`src/rtl/ibpl_param_cardlet.sv`:
```
// ibpl_param_cardlet: parametrised N-channel interbackplane cardlet.
// Each channel is an input or an output, fixed at build time by DIR_MASK.
// Inputs get a 2-flop synchroniser and an optional debounce; outputs are
// registered and gated by their enable. Activity LEDs are stretched per channel.
// A registered direction-mismatch error keeps a sticky copy.
// Optional feature macro: IBPL_DEBOUNCE_EN (defined = debounce filter present).
module ibpl_param_cardlet #(
   parameter int unsigned     N_CH        = 6,
   parameter logic [N_CH-1:0] DIR_MASK    = 6'h20,
   parameter int unsigned     INT_W       = 8,
   parameter int unsigned     FILTER_LEN  = 4,
   parameter logic [15:0]     STRETCH_LEN = 16'd50000
) (
   input  logic              clk_sys,
   input  logic              rst_n,
   input  logic [N_CH-1:0]   diob_in,
   output logic [N_CH-1:0]   diob_out,
   output logic [N_CH-1:0]   diob_dir,
   input  logic [INT_W-1:0]  internal_out,
   output logic [INT_W-1:0]  internal_in,
   input  logic [INT_W-1:0]  input_enable,
   input  logic [INT_W-1:0]  output_enable,
   input  logic              err_clr,
   output logic [INT_W-1:0]  diob_led1,
   output logic [INT_W-1:0]  diob_led2,
   output logic              plugin_error,
   output logic              plugin_error_sticky
);

   localparam int unsigned      SW        = 16;
   localparam logic [N_CH-1:0]  IN_MASK_N = ~DIR_MASK;
   localparam logic [INT_W-1:0] OUT_MASK  = INT_W'(DIR_MASK);
   localparam logic [INT_W-1:0] IN_MASK   = INT_W'(IN_MASK_N);
`ifdef IBPL_DEBOUNCE_EN
   localparam logic [7:0]       FILT_LAST = 8'(FILTER_LEN - 1);
`endif

   logic [N_CH-1:0] out_vec;
   logic [N_CH-1:0] act_src;
   logic [N_CH-1:0] act_prev;
   logic [SW-1:0]   stretch [N_CH];
   logic            err_c;
   logic            unused_bits;

   assign diob_dir = DIR_MASK;
   assign diob_out = out_vec;

   // Bits that only matter for one direction, plus the filter length when
   // the debounce is compiled out.
   assign unused_bits = ^{internal_out, input_enable, output_enable, 8'(FILTER_LEN)};

   for (genvar i = 0; i < INT_W; i++) begin : g_ch
      if (i >= N_CH) begin : g_tie
         assign internal_in[i] = 1'b0;
         assign diob_led1[i]   = 1'b0;
         assign diob_led2[i]   = 1'b0;
      end else if (DIR_MASK[i]) begin : g_out
         logic q;

         // Output channel: register the enabled core value onto the pin
         always_ff @(posedge clk_sys or negedge rst_n) begin
            if (!rst_n) q <= 1'b0;
            else        q <= internal_out[i] & output_enable[i];
         end

         assign out_vec[i]     = q;
         assign act_src[i]     = q;
         assign internal_in[i] = 1'b0;
         assign diob_led1[i]   = output_enable[i];
         assign diob_led2[i]   = (stretch[i] != '0);
      end else begin : g_in
         logic sync1;
         logic sync2;
         logic filt;

         // Two-flop synchroniser on the raw backplane pin
         always_ff @(posedge clk_sys or negedge rst_n) begin
            if (!rst_n) begin
               sync1 <= 1'b0;
               sync2 <= 1'b0;
            end else begin
               sync1 <= diob_in[i];
               sync2 <= sync1;
            end
         end

`ifdef IBPL_DEBOUNCE_EN
         logic [7:0] cnt;

         // Debounce: accept a new level once it has differed for FILTER_LEN cycles
         always_ff @(posedge clk_sys or negedge rst_n) begin
            if (!rst_n) begin
               filt <= 1'b0;
               cnt  <= '0;
            end else if (!input_enable[i]) begin
               filt <= 1'b0;
               cnt  <= '0;
            end else if (sync2 == filt) begin
               cnt  <= '0;
            end else if (cnt == FILT_LAST) begin
               filt <= sync2;
               cnt  <= '0;
            end else begin
               cnt  <= cnt + 8'd1;
            end
         end
`else
         assign filt = sync2;
`endif

         assign internal_in[i] = filt & input_enable[i];
         assign out_vec[i]     = 1'b0;
         assign act_src[i]     = filt & input_enable[i];
         assign diob_led1[i]   = input_enable[i];
         assign diob_led2[i]   = (stretch[i] != '0);
      end
   end

   // Activity stretch: any change of the channel's visible value reloads the hold counter
   always_ff @(posedge clk_sys or negedge rst_n) begin
      if (!rst_n) begin
         act_prev <= '0;
         for (int unsigned i = 0; i < N_CH; i++) stretch[i] <= '0;
      end else begin
         act_prev <= act_src;
         for (int unsigned i = 0; i < N_CH; i++) begin
            if (act_src[i] != act_prev[i])  stretch[i] <= STRETCH_LEN;
            else if (stretch[i] != '0)      stretch[i] <= stretch[i] - SW'(1);
         end
      end
   end

   // Mismatch: enable asserted for the direction the channel does not have
   assign err_c = |((IN_MASK  & output_enable & ~input_enable) |
                    (OUT_MASK & input_enable  & ~output_enable));

   // Registered error and its sticky copy; a live error blocks the clear
   always_ff @(posedge clk_sys or negedge rst_n) begin
      if (!rst_n) begin
         plugin_error        <= 1'b0;
         plugin_error_sticky <= 1'b0;
      end else begin
         plugin_error <= err_c;
         if (plugin_error)  plugin_error_sticky <= 1'b1;
         else if (err_clr)  plugin_error_sticky <= 1'b0;
      end
   end

endmodule

```
`config.mk`:
```
export PLATFORM = sky130hd
export DESIGN_NAME = ibpl_param_cardlet
export DESIGN_NICKNAME = d
export VERILOG_FILES = /design/src/rtl/ibpl_param_cardlet.sv
export SDC_FILE = /design/constraint.sdc
export NUM_CORES = 1
export LEC_CHECK = 0
export ABC_AREA = 0
export CAP_MARGIN = 10
export CORE_MARGIN = 10
export CORE_UTILIZATION = 51
export DETAILED_ROUTE_END_ITERATION = 16
export GPL_ROUTABILITY_DRIVEN = 0
export GPL_TIMING_DRIVEN = 0
export PLACE_DENSITY = 0.76
export REMOVE_ABC_BUFFERS = 1
export SYNTH_ARGS = -nofsm -noshare
export SYNTH_HDL_FRONTEND = slang
export SYNTH_SLANG_ARGS = --single-unit
```
`constraint.sdc`:
```
create_clock -name clk_sys -period 2.4 [get_ports clk_sys]
set_clock_uncertainty 0.2 [all_clocks]
set_input_delay 0.48 -clock clk_sys [delete_from_list [all_inputs] [get_ports clk_sys]]
set_output_delay 0.48 -clock clk_sys [all_outputs]
set_load 0.03 [all_outputs]
```
==> run metrics, run 1 <==
Root Driver=clkbuf_16; share of total power in combinational logic=between 20% and 30%; xor-xnor portion of the synthesized cell area=0.699%; Fillers=roughly 890; initial core utilization=between 50% and 60%; Worst Setup Start Kind=flop; antenna violations before repair=0; Leakage=roughly 3.3 nW; core area=0.0120 mm2; clock tree buffer depth=2; Die Area=0.0171 mm2; leading area contributor after synthesis=dfrtp_1; Hold Crit Class=reg -> reg; post-synth design cell area=about 0.0063 mm2; EDFF count, synth=0; Routed Antenna Nets=0; Synth area leaders=dfrtp_1, nor3_1, mux2i_1; status=finished with violations; Reg power frac=a little under two fifths; RSZ-0062 raised after global routing=yes; Site Rows=40; die width=approximately 130 um; crit path capture type=output pin; Cell Pwr Density=869 mW/mm2; CP Class=reg -> out; mux cell area share after synthesis=3.35%; Post-synth top cells=dfrtp_1, nand2_1, nor3_1; diodes inserted=0; DP HPWL=9820 um; asr flop ratio synth=between 90% and 100%; first-pass GRT wire length=between 20000 and 30000 um; syn avg cell area=~9.4 um2; Clk pwr share=between 30 and 40%; Pre-Repair DR Iteration Count=5; CP Data Required Time=~1.7 ns; CTS clock-pin slew for the worst setup and hold paths=approximately 0.060 ns; Synth Area in Adders=under 10%; final slew viol count=0; Final Hold Fails=0; synth unique cells=between 50 and 60; Top FF cell, synth=dfrtp_1; CTS Buf Count=17; sequential fraction of the synthesis area=~46%; # DRC=0; Max Cap Viol=0; sw frac=around 31%; YS warnings=0; Slew HR=46.5%; share of cells above drive strength 1=between 20% and 30%; layout overhead on the synthesized area=31.2%; fin nets=806; Mapped Cells=669; area of the multi-input gates=0.00351 mm2; Crit Path Max Fanout=2; worst-skew pair later-pin latency=0.42 ns; CTS H-tree lvls=4; Final Setup Violations=5; Arrival @ worst endpoint=1.92 ns; violated checks=setup timing; Worst Tran Pin Value=between 0.7 and 0.8 ns; largest net degree at the start of global routing=between 80 and 90; compound-gate portion of the synthesized area=approximately 16%; fin worst setup slack=-0.195 ns; detailed-route wire length per cell=around 17 um; Pint=~4.9 mW; vias in the first global route=approximately 5700; number of port buffers=40; CTS tree=yes; hold_ws=0.144 ns; Register Area=between 0.002 and 0.003 mm2; post-synthesis register bit count=roughly 120; Final period util=108%; cell area after layout=between 0.008 and 0.009 mm2; vias per inst=roughly 6.1; Initial DRC Count=between 400 and 500; CTS Sinks=about 120; IO Count=between 70 and 80; most frequent cell after synthesis=dfrtp_1; via count=5662; Fmax=between 0.3 and 0.4 GHz; total wire length=around 16000 um; largest family of logic cells by synthesized area=simple AND/OR/NAND/NOR gates; Yosys top cell area share=a little under half; gr ovfl total=0; GRT Overall Usage=a little under a fifth; maximum VDD drop=about 0.00065 V; Simple-Gate Fraction of Synth Area=26.7%; sw power=2.24 mW; min cycle time layout=between 2 and 3 ns; Die Ht=about 130 um; placed cell area=between 0.006 and 0.007 mm2
==> placed cells by master (no fill, tap or decap), types with 10 or more instances in the layout <==
master / netlist / routed
a21oi_1: 39 / 39
and3_1: 13 / 11
buf_4: 26 / 60
clkbuf_16: 0 / 17
clkdlybuf4s50_1: 0 / 22
conb_1: 2 / 18
dfrtp_1: 115 / 110
dlygate4sd2_1: 0 / 10
inv_1: 25 / 15
inv_2: 0 / 10
mux2i_1: 21 / 21
nand2_1: 53 / 49
nand2b_1: 22 / 22
nand3_1: 23 / 22
nand4_1: 11 / 11
nor2_1: 32 / 30
nor3_1: 44 / 35
o21ai_0: 37 / 37
o31ai_1: 15 / 15
or3_1: 24 / 21
==> state kept, by name (all words and copies together) (netlist names) <==
register,count
g_ch.g_in.filt,5
plugin_error_sticky,1
stretch,96
act_prev,6
plugin_error,1
g_ch.g_in.sync1,5
g_ch.g_out.q,1
==> kinds of logic (layout without fill, tap and decap cells) <==
| logic type | Yosys count | in the layout |
|---|---|---|
| simple gates | 299 | 299 |
| compound gates | 156 | 156 |
| buf+inv | 65 | 160 |
| fa+ha+maj | 6 | 6 |
| mux | 21 | 21 |
| other cells | 2 | 18 |
| xor+xnor | 5 | 5 |
| flops | 115 | 115 |
==> metrics by stage <==
step | utilization, % | power, mW | TNS, ns | std cells | worst slack, ns
after floorplan | - | 3.46 | -2.26 | 645 | -0.484
after global routing | 68.4 | 7.50 | -0.967 | 927 | -0.280
after global placement | 55.4 | 3.79 | -444.15 | 832 | -3.75
after detailed placement | 55.7 | 3.88 | -7.67 | 833 | -0.856
after CTS | 65.8 | 6.91 | -0.593 | 906 | -0.272
final | 68.4 | 7.14 | -0.597 | 927 | -0.195
==> worst paths after layout <==
kind,start,endpoint,cells after the start,slack (ns)
setup / recovery,stretch[48],diob_led2[2],6,-0.20
hold / removal,g_ch[3].g_in.sync1,g_ch[3].g_in.filt,0,0.14
setup reg to reg,stretch[6],stretch[11],5,-0.01
hold reg to reg,g_ch[3].g_in.sync1,g_ch[3].g_in.filt,0,0.14
max in group asynchronous,rst_n,act_prev[1],3,0.98
min in group asynchronous,rst_n,stretch[6],2,0.32
==> power by group through the flow <==
stage                     Clock [mW]  Sequential, mW  Combinational, mW
after detailed placement           0            2.62               1.26
final                           2.76            2.69               1.69
after global routing            2.89            2.74               1.88
after floorplan                    0            2.54              0.923
after global placement             0            2.59               1.20
after CTS                       2.79            2.64               1.48
==> area by class of cell <==
type                            count  area share, %
Multi-Input combinational cell    505           42.8
Sequential cell                   115           35.1
Timing Repair Buffer              103           10.9
Clock buffer                       24           6.11
Tap cell                          147           2.24
Clock inverter                      8           1.78
Inverter                           25           1.14
==> critical path: stages, from the launching register on <==
cell	delay, ns
dfrtp_1	0.39
inv_2	0.09
ha_4	0.14
or4b_4	0.48
nor3_4	0.17
nand2_2	0.09
buf_6	0.15
==> layer usage <==
layer	part of all wire, %	track usage (%)	wire length [um]	up-vias
li1	-	-	-	2662
met1	40	21.7	6510	2789
met2	51	32.0	8200	188
met3	6.9	6.53	1110	23
met4	1.7	7.91	268	0
met5	0	0	0	-
==> repair_timing <==
action / 4_1_cts / 5_1_grt
resized for setup: 110 / 37
hold buffers: 1 / 0
pin swaps: 20 / 22
endpoints found under the hold margin: 30 / 0
buffers inserted: 40 / 20
endpoints found under the setup margin: 36 / 24
No activity file was read; power rests on OpenSTA's default activity.
==> run 2, diff against run 1 <==
- ABC_AREA: 0 -> not set
==> results of run 2 <==
Final layout, timing and power as in run 1 (identical DEF).
==> run 3, diff against run 2 <==
- CORE_UTILIZATION: 51 -> 40
- PLACE_DENSITY: 0.76 -> 0.62
==> run 3 against run 2 <==
Against the previous run:
- the flow still finishes with violations (setup timing)
- cell area increased by 2.7%
- non-clock buffer count increased by 17
- sequential power about the same
- sequential share of layout area decreased by 0.96 points
- fmax decreased by 1.8%
- combinational power increased by 5%
- clock-buffer cell count decreased by 1
- hold slack improved by 0.00066 ns
- power increased by 0.26%
- critical path type unchanged
==> run metrics, run 3 (same netlist as run 1, synthesis figures left out) <==
status=finished with violations; violated checks=setup timing; Biggest register=stretch; vias per inst=between 5 and 6; min cycle time layout=roughly 2.6 ns; non-filler cells, final=1008; Routed Antenna Nets=0; IO Count=71; Hold Crit Class=reg -> reg; max reg flops=between 90 and 100; Worst Tran Pin Value=0.884 ns; layout overhead on the synthesized area=34.7%; initial core utilization=roughly 41%; Root Driver=clkbuf_16; Arrival @ worst endpoint=1.96 ns; total wire length=16200 um; Pre-Repair DR Iteration Count=5; diodes inserted=0; most common cell after layout, fill and taps aside=dfrtp_1; hold_ws=approximately 0.14 ns; Site Rows=45; Max Cap Viol=0; Place WS=-0.866 ns; CP Class=reg -> out; CTS Sinks=roughly 120; CTS H-tree lvls=4; Final Setup Violations=8; DP HPWL=between 9000 and 10000 um; Final period util=110%; Crit-path slowest cell=or4b_4; share of cells above drive strength 1=roughly 25%; Die Area=~0.021 mm2; antenna violations before repair=0; final slew viol count=0; crit path capture type=output pin; detailed-route wire length per cell=between 15 and 20 um; Cell Pwr Density=about 850 mW/mm2; first-pass GRT wire length=about 27000 um; max incr delay on CP=approximately 0.49 ns; Crit Path Max Fanout=3; CTS clock-pin slew for the worst setup and hold paths=0.06 ns; clock tree buffer depth=2; CP Data Required Time=roughly 1.7 ns; number of port buffers=40; gr ovfl total=0; Finished Core Util=roughly 55%; vias in the first global route=between 5000 and 6000; core area=approximately 0.015 mm2; most used cells in the layout excluding fill and tap cells=dfrtp_1, buf_4, nand2_1, a21oi_1, o21ai_0; CTS tree=yes; Fmax=around 0.38 GHz; Final Hold Fails=0; fin worst setup slack=-0.243 ns; Worst Setup Start Kind=flop; largest net degree at the start of global routing=69; Slew HR=between 40% and 50%; CTS Buf Count=17; fin nets=about 820; Leakage=between 3 and 4 nW; GRT Overall Usage=between 10% and 20%; Die Ht=145 um; via count=~5700; RSZ-0062 raised after global routing=yes; Cell Chain, Critical Path=inv_2 -> ha_4 -> or4b_4 -> nor3_4 -> nand2_2 -> buf_6; Initial DRC Count=about 450; maximum VDD drop=about 0.00057 V; # DRC=0; placed insts=about 900; die width=about 150 um; worst-skew pair later-pin latency=0.42 ns; Top Registers=stretch (96), act_prev (6); total power=7.16 mW
## run 3: cell type report
type / count / area, um2
Timing Repair Buffer: 120 / 1070
Sequential cell: 115 / 2880
Multi-Input combinational cell: 505 / 3510
Clock buffer: 23 / 468
Fill cell: 1286 / 6820
Clock inverter: 9 / 153
Tap cell: 211 / 264
Inverter: 25 / 93.8
## run 3: power by group
part	internal [mW]	switching [mW]
combinational	0.868	0.911
sequential	2.24	0.435
clock	1.79	0.916
## run 3: repair_timing
action / in CTS / in global routing
hold buffers: 1 / 0
pin swaps: 21 / 19
endpoints found under the setup margin: 33 / 29
endpoints found under the hold margin: 47 / 0
buffers inserted: 54 / 26
resized for setup: 114 / 43
## run 3: path summary, 6_finish.rpt
| kind | from | slack [ns] | cells past startpoint | endpoint |
|---|---|---|---|---|
| worst max register to register | stretch[49] | -0.05 | 5 | stretch[57] |
| worst max-delay path | stretch[48] | -0.24 | 6 | diob_led2[2] |
| worst min register to register | g_ch[0].g_in.sync1 | 0.14 | 0 | g_ch[0].g_in.filt |
| worst min-delay path | g_ch[0].g_in.sync1 | 0.14 | 0 | g_ch[0].g_in.filt |
| max in group asynchronous | rst_n | 0.92 | 3 | stretch[90] |
| min in group asynchronous | rst_n | 0.38 | 2 | stretch[7] |
## run 3: routing by layer
layer	wire, um	vias to the layer above	GRT usage [%]
met5	0	-	0
met4	252	0	5.56
met3	999	22	4.44
met2	7700	166	22.8
met1	7280	2822	19.1
li1	-	2709	-
## run 3: stage by stage
stage               area (um2)  setup TNS, ns
CTS                       8090         -0.974
global placement          6740        -463.94
floorplan                 6070          -2.26
finish                    8440         -0.778
global route              8440          -1.40
detailed placement        6780          -6.09
## run 3: worst max-delay path: cells and delay by family, from the launching register on
family / cells / cell delay, ns
AND/OR/NAND/NOR: 3 / 0.75
flip-flops: 1 / 0.40
buffers and inverters: 2 / 0.24
adder cells (fa/ha/maj): 1 / 0.13
